[src/rtl/prio_read_scheduler_if.sv]
// Queue-side and consumer-side signals of the priority read scheduler.
// master = scheduler, slave = queue storage plus downstream consumer.
interface prio_read_scheduler_if #(
    parameter int unsigned WIDTH = 8
);
    logic             hi_empty;
    logic [WIDTH-1:0] hi_rdata;
    logic             hi_pop;
    logic             lo_empty;
    logic [WIDTH-1:0] lo_rdata;
    logic             lo_pop;
    logic             out_valid;
    logic             out_ready;
    logic [WIDTH-1:0] out_data;
    logic             out_is_hi;
    logic             lo_forced;

    modport master (
        input  hi_empty, hi_rdata, lo_empty, lo_rdata, out_ready,
        output hi_pop, lo_pop, out_valid, out_data, out_is_hi, lo_forced
    );

    modport slave (
        output hi_empty, hi_rdata, lo_empty, lo_rdata, out_ready,
        input  hi_pop, lo_pop, out_valid, out_data, out_is_hi, lo_forced
    );
endinterface

[src/rtl/prio_read_scheduler.sv]
// Read scheduler for a high/low priority FIFO pair with a registered valid/ready output stage.
// Define PRIO_SCHED_STARVE_GUARD_EN to enable the anti-starvation guard (forced low grants).
module prio_read_scheduler #(
    parameter int unsigned WIDTH        = 8,
    parameter int unsigned STARVE_LIMIT = 4
) (
    input  logic                     clk,
    input  logic                     rst_n,
    input  logic                     en,
    prio_read_scheduler_if.master    bus
);

    if (STARVE_LIMIT < 1 || STARVE_LIMIT > 255) begin : g_bad_limit
        $error("STARVE_LIMIT must be within 1..255");
    end

    typedef enum logic {
        S_EMPTY = 1'b0,
        S_FULL  = 1'b1
    } state_t;

    state_t           state_q, state_d;
    logic [WIDTH-1:0] data_q, data_d;
    logic             is_hi_q, is_hi_d;
    logic             force_lo;
    logic             pick_hi, pick_lo;
    logic             load_ok, grant;

`ifdef PRIO_SCHED_STARVE_GUARD_EN
    localparam int unsigned CNT_W = $clog2(STARVE_LIMIT + 1);
    localparam logic [CNT_W-1:0] CNT_MAX = CNT_W'(STARVE_LIMIT);

    logic [CNT_W-1:0] cnt_q, cnt_d;
    logic             forced_q, forced_d;

    assign force_lo = (cnt_q == CNT_MAX) & ~bus.lo_empty;
`else
    assign force_lo = 1'b0;
`endif

    always_comb begin
        load_ok = (state_q == S_EMPTY) | bus.out_ready;
        pick_hi = ~bus.hi_empty & ~force_lo;
        pick_lo = ~pick_hi & ~bus.lo_empty;
        // rst_n gating keeps both pops low for the whole reset interval
        grant   = load_ok & en & rst_n;

        bus.hi_pop = grant & pick_hi;
        bus.lo_pop = grant & pick_lo;

        state_d = state_q;
        data_d  = data_q;
        is_hi_d = is_hi_q;

        if (bus.hi_pop | bus.lo_pop) begin
            state_d = S_FULL;
            data_d  = pick_hi ? bus.hi_rdata : bus.lo_rdata;
            is_hi_d = pick_hi;
        end else if ((state_q == S_FULL) && bus.out_ready) begin
            state_d = S_EMPTY;
        end
    end

    always_ff @(posedge clk or negedge rst_n) begin
        if (!rst_n) begin
            state_q <= S_EMPTY;
            data_q  <= '0;
            is_hi_q <= 1'b0;
        end else begin
            state_q <= state_d;
            data_q  <= data_d;
            is_hi_q <= is_hi_d;
        end
    end

`ifdef PRIO_SCHED_STARVE_GUARD_EN
    always_comb begin
        cnt_d    = cnt_q;
        forced_d = bus.lo_pop & force_lo;
        if (bus.hi_pop) begin
            if (bus.lo_empty) begin
                cnt_d = '0;
            end else if (cnt_q != CNT_MAX) begin
                cnt_d = cnt_q + CNT_W'(1);
            end
        end else if (bus.lo_pop) begin
            cnt_d = '0;
        end
    end

    always_ff @(posedge clk or negedge rst_n) begin
        if (!rst_n) begin
            cnt_q    <= '0;
            forced_q <= 1'b0;
        end else begin
            cnt_q    <= cnt_d;
            forced_q <= forced_d;
        end
    end

    assign bus.lo_forced = forced_q;
`else
    assign bus.lo_forced = 1'b0;
`endif

    assign bus.out_valid = (state_q == S_FULL);
    assign bus.out_data  = data_q;
    assign bus.out_is_hi = is_hi_q;

endmodule

[src/flat_wrapper.sv]
// flat-port wrapper written by rule: the top's interface ports become plain ports
module prio_read_scheduler_flat 
#(
    parameter int unsigned WIDTH        = 8,
    parameter int unsigned STARVE_LIMIT = 4
)
  (clk, rst_n, en, bus_hi_empty, bus_hi_rdata, bus_lo_empty, bus_lo_rdata, bus_out_ready, bus_hi_pop, bus_lo_pop, bus_out_valid, bus_out_data, bus_out_is_hi, bus_lo_forced);
  prio_read_scheduler_if #(.WIDTH(WIDTH)) bus_i ();
  input  logic clk;
  input  logic rst_n;
  input  logic en;
  input wire logic [$bits(bus_i.hi_empty)-1:0] bus_hi_empty;
  input wire logic [$bits(bus_i.hi_rdata)-1:0] bus_hi_rdata;
  input wire logic [$bits(bus_i.lo_empty)-1:0] bus_lo_empty;
  input wire logic [$bits(bus_i.lo_rdata)-1:0] bus_lo_rdata;
  input wire logic [$bits(bus_i.out_ready)-1:0] bus_out_ready;
  output wire logic [$bits(bus_i.hi_pop)-1:0] bus_hi_pop;
  output wire logic [$bits(bus_i.lo_pop)-1:0] bus_lo_pop;
  output wire logic [$bits(bus_i.out_valid)-1:0] bus_out_valid;
  output wire logic [$bits(bus_i.out_data)-1:0] bus_out_data;
  output wire logic [$bits(bus_i.out_is_hi)-1:0] bus_out_is_hi;
  output wire logic [$bits(bus_i.lo_forced)-1:0] bus_lo_forced;
  assign bus_i.hi_empty = bus_hi_empty;
  assign bus_i.hi_rdata = bus_hi_rdata;
  assign bus_i.lo_empty = bus_lo_empty;
  assign bus_i.lo_rdata = bus_lo_rdata;
  assign bus_i.out_ready = bus_out_ready;
  assign bus_hi_pop = bus_i.hi_pop;
  assign bus_lo_pop = bus_i.lo_pop;
  assign bus_out_valid = bus_i.out_valid;
  assign bus_out_data = bus_i.out_data;
  assign bus_out_is_hi = bus_i.out_is_hi;
  assign bus_lo_forced = bus_i.lo_forced;
  prio_read_scheduler #(.WIDTH(WIDTH), .STARVE_LIMIT(STARVE_LIMIT)) u_core (.clk(clk), .rst_n(rst_n), .en(en), .bus(bus_i));
endmodule
[config.mk]
export PLATFORM = sky130hd
export DESIGN_NAME = prio_read_scheduler_flat
export DESIGN_NICKNAME = d
export VERILOG_FILES = /design/src/rtl/prio_read_scheduler_if.sv /design/src/rtl/prio_read_scheduler.sv /design/src/flat_wrapper.sv
export SDC_FILE = /design/constraint.sdc
export NUM_CORES = 1
export LEC_CHECK = 0
export CAP_MARGIN = 0
export CORE_MARGIN = 4
export CORE_UTILIZATION = 37
export CTS_CLUSTER_SIZE = 12
export DETAILED_ROUTE_END_ITERATION = 8
export PLACE_DENSITY = 0.91
export REMOVE_ABC_BUFFERS = 1
export SETUP_SLACK_MARGIN = 0.3
export SYNTH_ARGS = -nofsm -noshare
export SYNTH_HDL_FRONTEND = slang
export SYNTH_SLANG_ARGS = --single-unit
[constraint.sdc]
create_clock -name clk -period 2.5 [get_ports clk]
set_clock_uncertainty 0.05 [all_clocks]
set_input_delay 0.5 -clock clk [delete_from_list [all_inputs] [get_ports clk]]
set_output_delay 0.5 -clock clk [all_outputs]
set_load 0.01 [all_outputs]
# Word-level counts from Yosys, hierarchy flattened
# Cells that the tools add are included.
# Widths: inputs -> output; s select.
# word_totals
input_bits	22
output_inout_bits	13
word_cells	18
reg_bits	10
# op_classes
mux	3
bitwise_logic	10
reduce_logical	2
# op_table
cell	n
$mux 8	1
$and 1x1->1	5
$not 1->1	3
$mux 1	2
$or 1x1->1	2
$reduce_bool 2->1	1
$logic_and 1x1->1	1

# Depth between registers and ports, before layout
# Gate-level depths: netlist of run 1.
# depth
depth_word	7
ltp_mapped	3
ltp_nobuf	3

# Least setup slack after synthesis of run 1
# OpenSTA, ideal clock, no wires.
# synth_path
path_kind	in2out
from	input bus_out_ready
to	output bus_lo_pop
path_buffers	0
arrival_ns	1.012
slack_ns	0.938
stages	3
required_ns	1.950
path_cell_list	or2b_1 nand3_1 nor3b_1
# synth_via
elab_chain_len	4
# synth_rtl
item	line	source
start, declared	flat_wrapper.sv:16	input wire logic [$bits(bus_i.out_ready)-1:0] bus_out_ready;
$or 1x1->1	prio_read_scheduler.sv:42	load_ok = (state_q == S_EMPTY) | bus.out_ready;
$and 1x1->1 (2 in series)	prio_read_scheduler.sv:46	grant = load_ok & en & rst_n;
$and 1x1->1	prio_read_scheduler.sv:49	bus.lo_pop = grant & pick_lo;
end, declared	flat_wrapper.sv:18	output wire logic [$bits(bus_i.lo_pop)-1:0] bus_lo_pop;
# No other way between the ends.

# Worst setup path in the final report of run 1
# layout_path
from	input bus_out_ready
to	output bus_hi_pop
# layout_via
elab_chain_len	4
# layout_rtl
item	line	source
$or 1x1->1	prio_read_scheduler.sv:42	
$and 1x1->1 (2 in series)	prio_read_scheduler.sv:46	
$and 1x1->1	prio_read_scheduler.sv:48	bus.hi_pop = grant & pick_hi;
end, declared	flat_wrapper.sv:17	output wire logic [$bits(bus_i.hi_pop)-1:0] bus_hi_pop;
# No other way between the ends.

==> flow_summary.json, run 1 <==
{
  "max_stage_delay_ps": 420,
  "grt_pass1_vias": 487,
  "synth_top_family_by_area": "multiplexers",
  "use_met1": 0.162,
  "nets": 102,
  "p_clk_frac": 0.204,
  "gp_congestion": 0.788,
  "cts-hold-fix-buffers": 0,
  "synth_warnings": 0,
  "cts.htree.levels": 1,
  "drc_errors": 0,
  "stdcell_area_sq_um": 918,
  "portBuffers": 33,
  "startpoint_type": "input port",
  "initial_utilization": 0.402,
  "area.growth.synth_to_final_pct": 71.1,
  "dpl_cell_area_sq_um": 897,
  "clk_latency_ps": 260,
  "cts_root_buf": "clkbuf_4",
  "synth_simple_gate_area_share": 0.124,
  "fin_crit_sh": 0.857,
  "grt_max_degree": 12,
  "numCtsBuffers": 3,
  "synthAdderAreaFrac": 0,
  "dr_total_vias": 475,
  "synthesis.area_sq_um": 537,
  "r2r_start": "u_core.bus.out_valid$_DFFE_PN0P_",
  "fill_cells": 95,
  "whs_ps": 456,
  "slowest_stage": "clkdlybuf4s50_1",
  "synth.distinct_cells": 15,
  "worstSetupPathType": "input port to output port",
  "fin_crit_ps": 2140,
  "worst-path-max-fanout": 3,
  "r2r_cells": 3,
  "chipHeight_um": 46.1,
  "crit_start": "bus_out_ready",
  "pwr-share-comb": 0.382,
  "fin_ws_ps": 358,
  "placedCellCount": 90,
  "hold_class": "register to register",
  "crit_path_cell_trace": "clkdlybuf4s50_1 > or2b_1 > nand3_2 > nor2_1 > dlygate4sd2_1",
  "setup_violations": 0,
  "cts_sinks": 10,
  "ys_seq_elements": 10,
  "drive_gt1_frac": 0.359,
  "rrSetupSlack_ps": 1020,
  "required_ps": 1950,
  "grtUsageTotal": 0.141,
  "grt_pass1_wl_um": 2070,
  "wl_per_cell_um": 14.4,
  "grt_antenna_before_repair": 0,
  "power.density_mw_per_mm2": 559,
  "hold_viol": 0,
  "synth_xor_xnor_area_share": 0,
  "synth_compound_area_frac": 0.0326,
  "synth_cells": 40,
  "tritoncts": "done",
  "area.sequential_sq_um": 250,
  "placementRows": 13,
  "intPower_mw": 0.383,
  "post-place-ws_ps": -25.2,
  "antenna_cells": 0,
  "p_leak_nw": 0.378,
  "ys_seq_area_frac": 0.466,
  "postSynthAreaPerCell_sq_um": 13.4,
  "fin_cells": 93,
  "ios": 35,
  "finalSetupTns_ps": 0,
  "via_per_inst": 5.11,
  "r2r-end": "u_core.bus.out_data[4]$_DFFE_PN0P_",
  "dr.pass1.iters": 5,
  "initialDrtViolationCount": 12,
  "swShare": 0.253,
  "crit_buf_inv": 2,
  "path_clk_slew_ps": 60,
  "die_width_um": 46.1,
  "outcome": "finished clean",
  "power.total_mw": 0.513,
  "ant_nets": 0,
  "fin_util": 0.689,
  "post_cts.repair.setup_buffers": 0,
  "routed_wl_um": 1340,
  "slew_viol_final": 0,
  "coreArea_sq_mm": 0.00133,
  "multi_input_comb_area_sq_um": 273,
  "grt.busiest_layer": "met2",
  "grt_overflow": 0,
  "hpwl_um": 1070,
  "synthMuxAreaShare": 0.336,
  "globalRouteMet3Util": 0.0352,
  "cap_violations": 0,
  "fmax_mhz": 467,
  "seqPwrFrac": 0.415,
  "worstPathArrival_ps": 1590,
  "endpoint": "bus_hi_pop",
  "peakVddDrop_v": 0.000310,
  "grt_use_met2": 0.217,
  "clockBufferDepth": 2,
  "crit_path_end_kind": "output port",
  "critPathTopFamily": "buffers and inverters",
  "p_switching_mw": 0.130,
  "crit_cells": 5,
  "die_area_sq_mm": 0.00212,
  "rsz0062_at_grt": "true"
}
-- how the worst min path moves through the flow --
stage	cells past startpoint	end	slack, ps	startpoint
2_1_floorplan	0	u_core.bus.out_data[0]$_DFFE_PN0P_	150	rst_n
3_3_place_gp	1	u_core.bus.out_data[2]$_DFFE_PN0P_	440	u_core.bus.out_data[2]$_DFFE_PN0P_
3_5_place_dp	1	u_core.bus.out_data[4]$_DFFE_PN0P_	440	u_core.bus.out_data[4]$_DFFE_PN0P_
4_1_cts	1	u_core.bus.out_data[4]$_DFFE_PN0P_	460	u_core.bus.out_data[4]$_DFFE_PN0P_
5_1_grt	1	u_core.bus.out_data[4]$_DFFE_PN0P_	470	u_core.bus.out_data[4]$_DFFE_PN0P_
6_report	1	u_core.bus.out_data[4]$_DFFE_PN0P_	460	u_core.bus.out_data[4]$_DFFE_PN0P_
-- registers in the layout, summed over array words and instances (netlist names) --
register	cells
u_core.bus.out_valid	1
u_core.bus.out_is_hi	1
u_core.bus.out_data	8
-- routing by layer --
layer | wire [um] | share of wire
met5 | 0 | 0
met4 | 42 | 0.031
met3 | 167 | 0.12
met2 | 594 | 0.44
met1 | 535 | 0.40
-- worst register-to-register path: stages (launching register included) --
cell     delay, ps
dfrtp_1        380
nor2b_4        140
nor3_4         400
mux2_2         390
-- Yosys cell counts --
cell     instances  area, sq um
and2_4           1         8.76
buf_4            1         7.51
buf_6            1         11.3
conb_1           1         3.75
dfrtp_1         10          250
mux2_2          16          180
nand2_1          1         3.75
nand3_1          1         5.00
nor2_1           1         3.75
nor2b_4          1         13.8
nor3_4           1         16.3
nor3b_1          1         7.51
o21ai_0          2         10.0
o31ai_1          1         7.51
or2b_1           1         7.51
-- logic make-up (layout without fill, tap and decap cells) --
group                  count (synthesis)  count (layout)
muxes                                 16              16
AOI/OAI and AO/OA                      3               3
DFF                                   10              10
buffers and inverters                  2              40
other                                  1               1
and+or+nand+nor                        8               8
-- cell usage in the layout, fill, tap and decap left out --
master	count
clkbuf_2	1
nand2_1	1
o31ai_1	1
nand3_2	1
dlygate4sd2_1	1
buf_4	4
clkdlybuf4s50_1	31
nor2_1	1
nor3b_1	1
and2_4	1
mux2_2	16
nor3_4	1
nor2b_4	1
clkbuf_4	3
or2b_1	1
conb_1	1
dfrtp_1	10
o21ai_0	2
-- repair_timing --
| action | 4_1_cts | 5_1_grt |
|---|---|---|
| pin swaps | 0 | 0 |
| endpoints found under the setup margin | 2 | 2 |
| gates resized for setup | 2 | 3 |
-- power groups by stage --
stage	clock, mW	sequential, mW	combinational (mW)
6_report	0.105	0.213	0.196
3_5_place_dp	0	0.215	0.198
4_1_cts	0.112	0.213	0.197
5_1_grt	0.114	0.217	0.209
3_3_place_gp	0	0.215	0.195
2_1_floorplan	0	0.233	0.0542
-- final cells by class --
class | instances | area share
repair buffers | 37 | 0.386
multi-input cells | 28 | 0.297
flip-flops and latches | 10 | 0.272
clock buffers | 3 | 0.0245
well taps | 15 | 0.0204
(Power assumes the default switching activity.)
==> inputs of run 2 (changes only) <==
Settings changed: PLACE_DENSITY 0.91 to 0.88.
==> run 2 against run 1 <==
  * Sequential power about the same
  * Routed wire length decreased by 4.2%
  * Clock-buffer cell count increased by 1
  * Critical endpoint unchanged
==> flow_summary.json, run 2 (synthesis gave the netlist of run 1 again) <==
{
  "slew_viol_final": 0,
  "numCtsBuffers": 3,
  "cts_sinks": 10,
  "coreArea_sq_mm": 0.00133,
  "grt_overflow": 0,
  "drive_gt1_frac": 0.372,
  "setup_violations": 0,
  "p_clk_frac": 0.262,
  "crit_path_end_kind": "output port",
  "die_area_sq_mm": 0.00212,
  "cts_root_buf": "clkbuf_4",
  "die_width_um": 46.1,
  "cts.htree.levels": 1,
  "worstSetupPathType": "input port to output port",
  "fin_util": 0.697,
  "crit_buf_inv": 2,
  "hpwl_um": 1030,
  "final_common_cell": "clkdlybuf4s50_1",
  "clk_latency_ps": 270,
  "pwr-share-comb": 0.352,
  "worstHoldStart": "u_core.bus.out_data[4]$_DFFE_PN0P_",
  "dr_total_vias": 448,
  "fin_crit_sh": 0.852,
  "grt_max_degree": 12,
  "swShare": 0.253,
  "worstPathArrival_ps": 1580,
  "r2r_cells": 3,
  "crit_path_cell_trace": "clkdlybuf4s50_1 > or2b_1 > nand3_2 > nor2_1 > dlygate4sd2_1",
  "power.density_mw_per_mm2": 598,
  "required_ps": 1950,
  "post_cts.repair.setup_buffers": 0,
  "outcome": "finished clean",
  "r2r_start": "u_core.bus.out_valid$_DFFE_PN0P_",
  "rsz0062_at_grt": "false",
  "grt_pass1_wl_um": 2170,
  "initialDrtViolationCount": 0,
  "placementRows": 13,
  "hold_viol": 0,
  "routed_wl_um": 1290,
  "chipHeight_um": 46.1,
  "whs_ps": 465,
  "p_switching_mw": 0.141,
  "grt_pass1_vias": 511,
  "fin_crit_ps": 2130,
  "ios": 35,
  "tritoncts": "done",
  "path_clk_slew_ps": 60,
  "drc_errors": 0,
  "p_leak_nw": 0.382,
  "intPower_mw": 0.415,
  "dr.pass1.iters": 1,
  "layout_common_cells": "clkdlybuf4s50_1, mux2_2, dfrtp_1",
  "wl_per_cell_um": 13.8,
  "hold_class": "register to register",
  "peakVddDrop_v": 0.000433,
  "via_per_inst": 4.82,
  "crit_start": "bus_out_ready",
  "portBuffers": 33,
  "fmax_mhz": 470,
  "cap_violations": 0,
  "antenna_cells": 0,
  "crit_cells": 5,
  "initial_utilization": 0.402,
  "startpoint_type": "input port",
  "slowest_stage": "clkdlybuf4s50_1",
  "finalSetupTns_ps": 0,
  "critPathTopFamily": "buffers and inverters",
  "ant_nets": 0,
  "grt_antenna_before_repair": 0,
  "holdPathStages": 1,
  "nets": 101,
  "area.growth.synth_to_final_pct": 73.2,
  "gp_congestion": 0.783,
  "clockBufferDepth": 2,
  "worst-path-max-fanout": 3,
  "seqPwrFrac": 0.386,
  "max_stage_delay_ps": 410,
  "largest_reg_flops": 8,
  "grtUsageTotal": 0.148,
  "cts-hold-fix-buffers": 0
}
## run 2: cell types whose count changed in the layout (fill, tap and decap cells not counted), sizes merged
cell,previous run,this run
buf,4,3
clkbuf,4,5
## run 2: area by class of cell
cell class              instances  area, sq um
clock buffers                   4         36.3
fillers                        95          404
multi-input cells              28          278
flip-flops and latches         10          250
well taps                      15         18.8
repair buffers                 36          347
## run 2: metrics by stage
step | power, mW | cells | area (sq um) | setup WS, ps
2_1_floorplan | 0.288 | 38 | 518 | 938
3_3_place_gp | 0.409 | 89 | 890 | 23.5
3_5_place_dp | 0.415 | 89 | 890 | 14.7
4_1_cts | 0.564 | 93 | 923 | 289
5_1_grt | 0.590 | 93 | 930 | 300
6_report | 0.556 | 93 | 930 | 371
## run 2: power groups by stage
stage | clock [mW] | combinational, mW | sequential (mW)
2_1_floorplan | 0 | 0.0542 | 0.233
3_3_place_gp | 0 | 0.194 | 0.215
3_5_place_dp | 0 | 0.197 | 0.218
4_1_cts | 0.151 | 0.198 | 0.214
5_1_grt | 0.159 | 0.213 | 0.219
6_report | 0.146 | 0.196 | 0.214
## run 2: repair_timing
| item | in CTS | in global routing |
|---|---|---|
| gates cloned | 0 | 0 |
| resized for setup | 2 | 4 |
| pin swaps | 0 | 0 |
| setup endpoints to repair | 2 | 2 |
## run 2: final timing paths
check,slack [ps],endpoint
min reg2reg,470,u_core.bus.out_data[4]$_DFFE_PN0P_
max,370,bus_hi_pop
min,470,u_core.bus.out_data[4]$_DFFE_PN0P_
min in group asynchronous,560,u_core.bus.out_is_hi$_DFFE_PN0P_
max reg2reg,1040,u_core.bus.out_data[2]$_DFFE_PN0P_
max in group asynchronous,1700,u_core.bus.out_data[7]$_DFFE_PN0P_
## run 2: per-layer routing
metal | vias to the layer above | global-route usage | share of wire
met5 | - | 0 | 0
met4 | 0 | 0.0852 | 0.020
met3 | 3 | 0.0977 | 0.17
met2 | 25 | 0.236 | 0.46
met1 | 203 | 0.141 | 0.35
li1 | 217 | - | -
## run 2: worst reg2reg max path, delay by kind of cell (launching register included)
kind          cells  cell delay (ps)
simple gates      2              520
flops             1              390
mux               1              390
==> inputs of run 3 (changes only) <==
Settings changed: CTS_CLUSTER_DIAMETER set to 120.
==> results of run 3 <==
The final DEF is identical to that of run 2; final timing and power are the same.
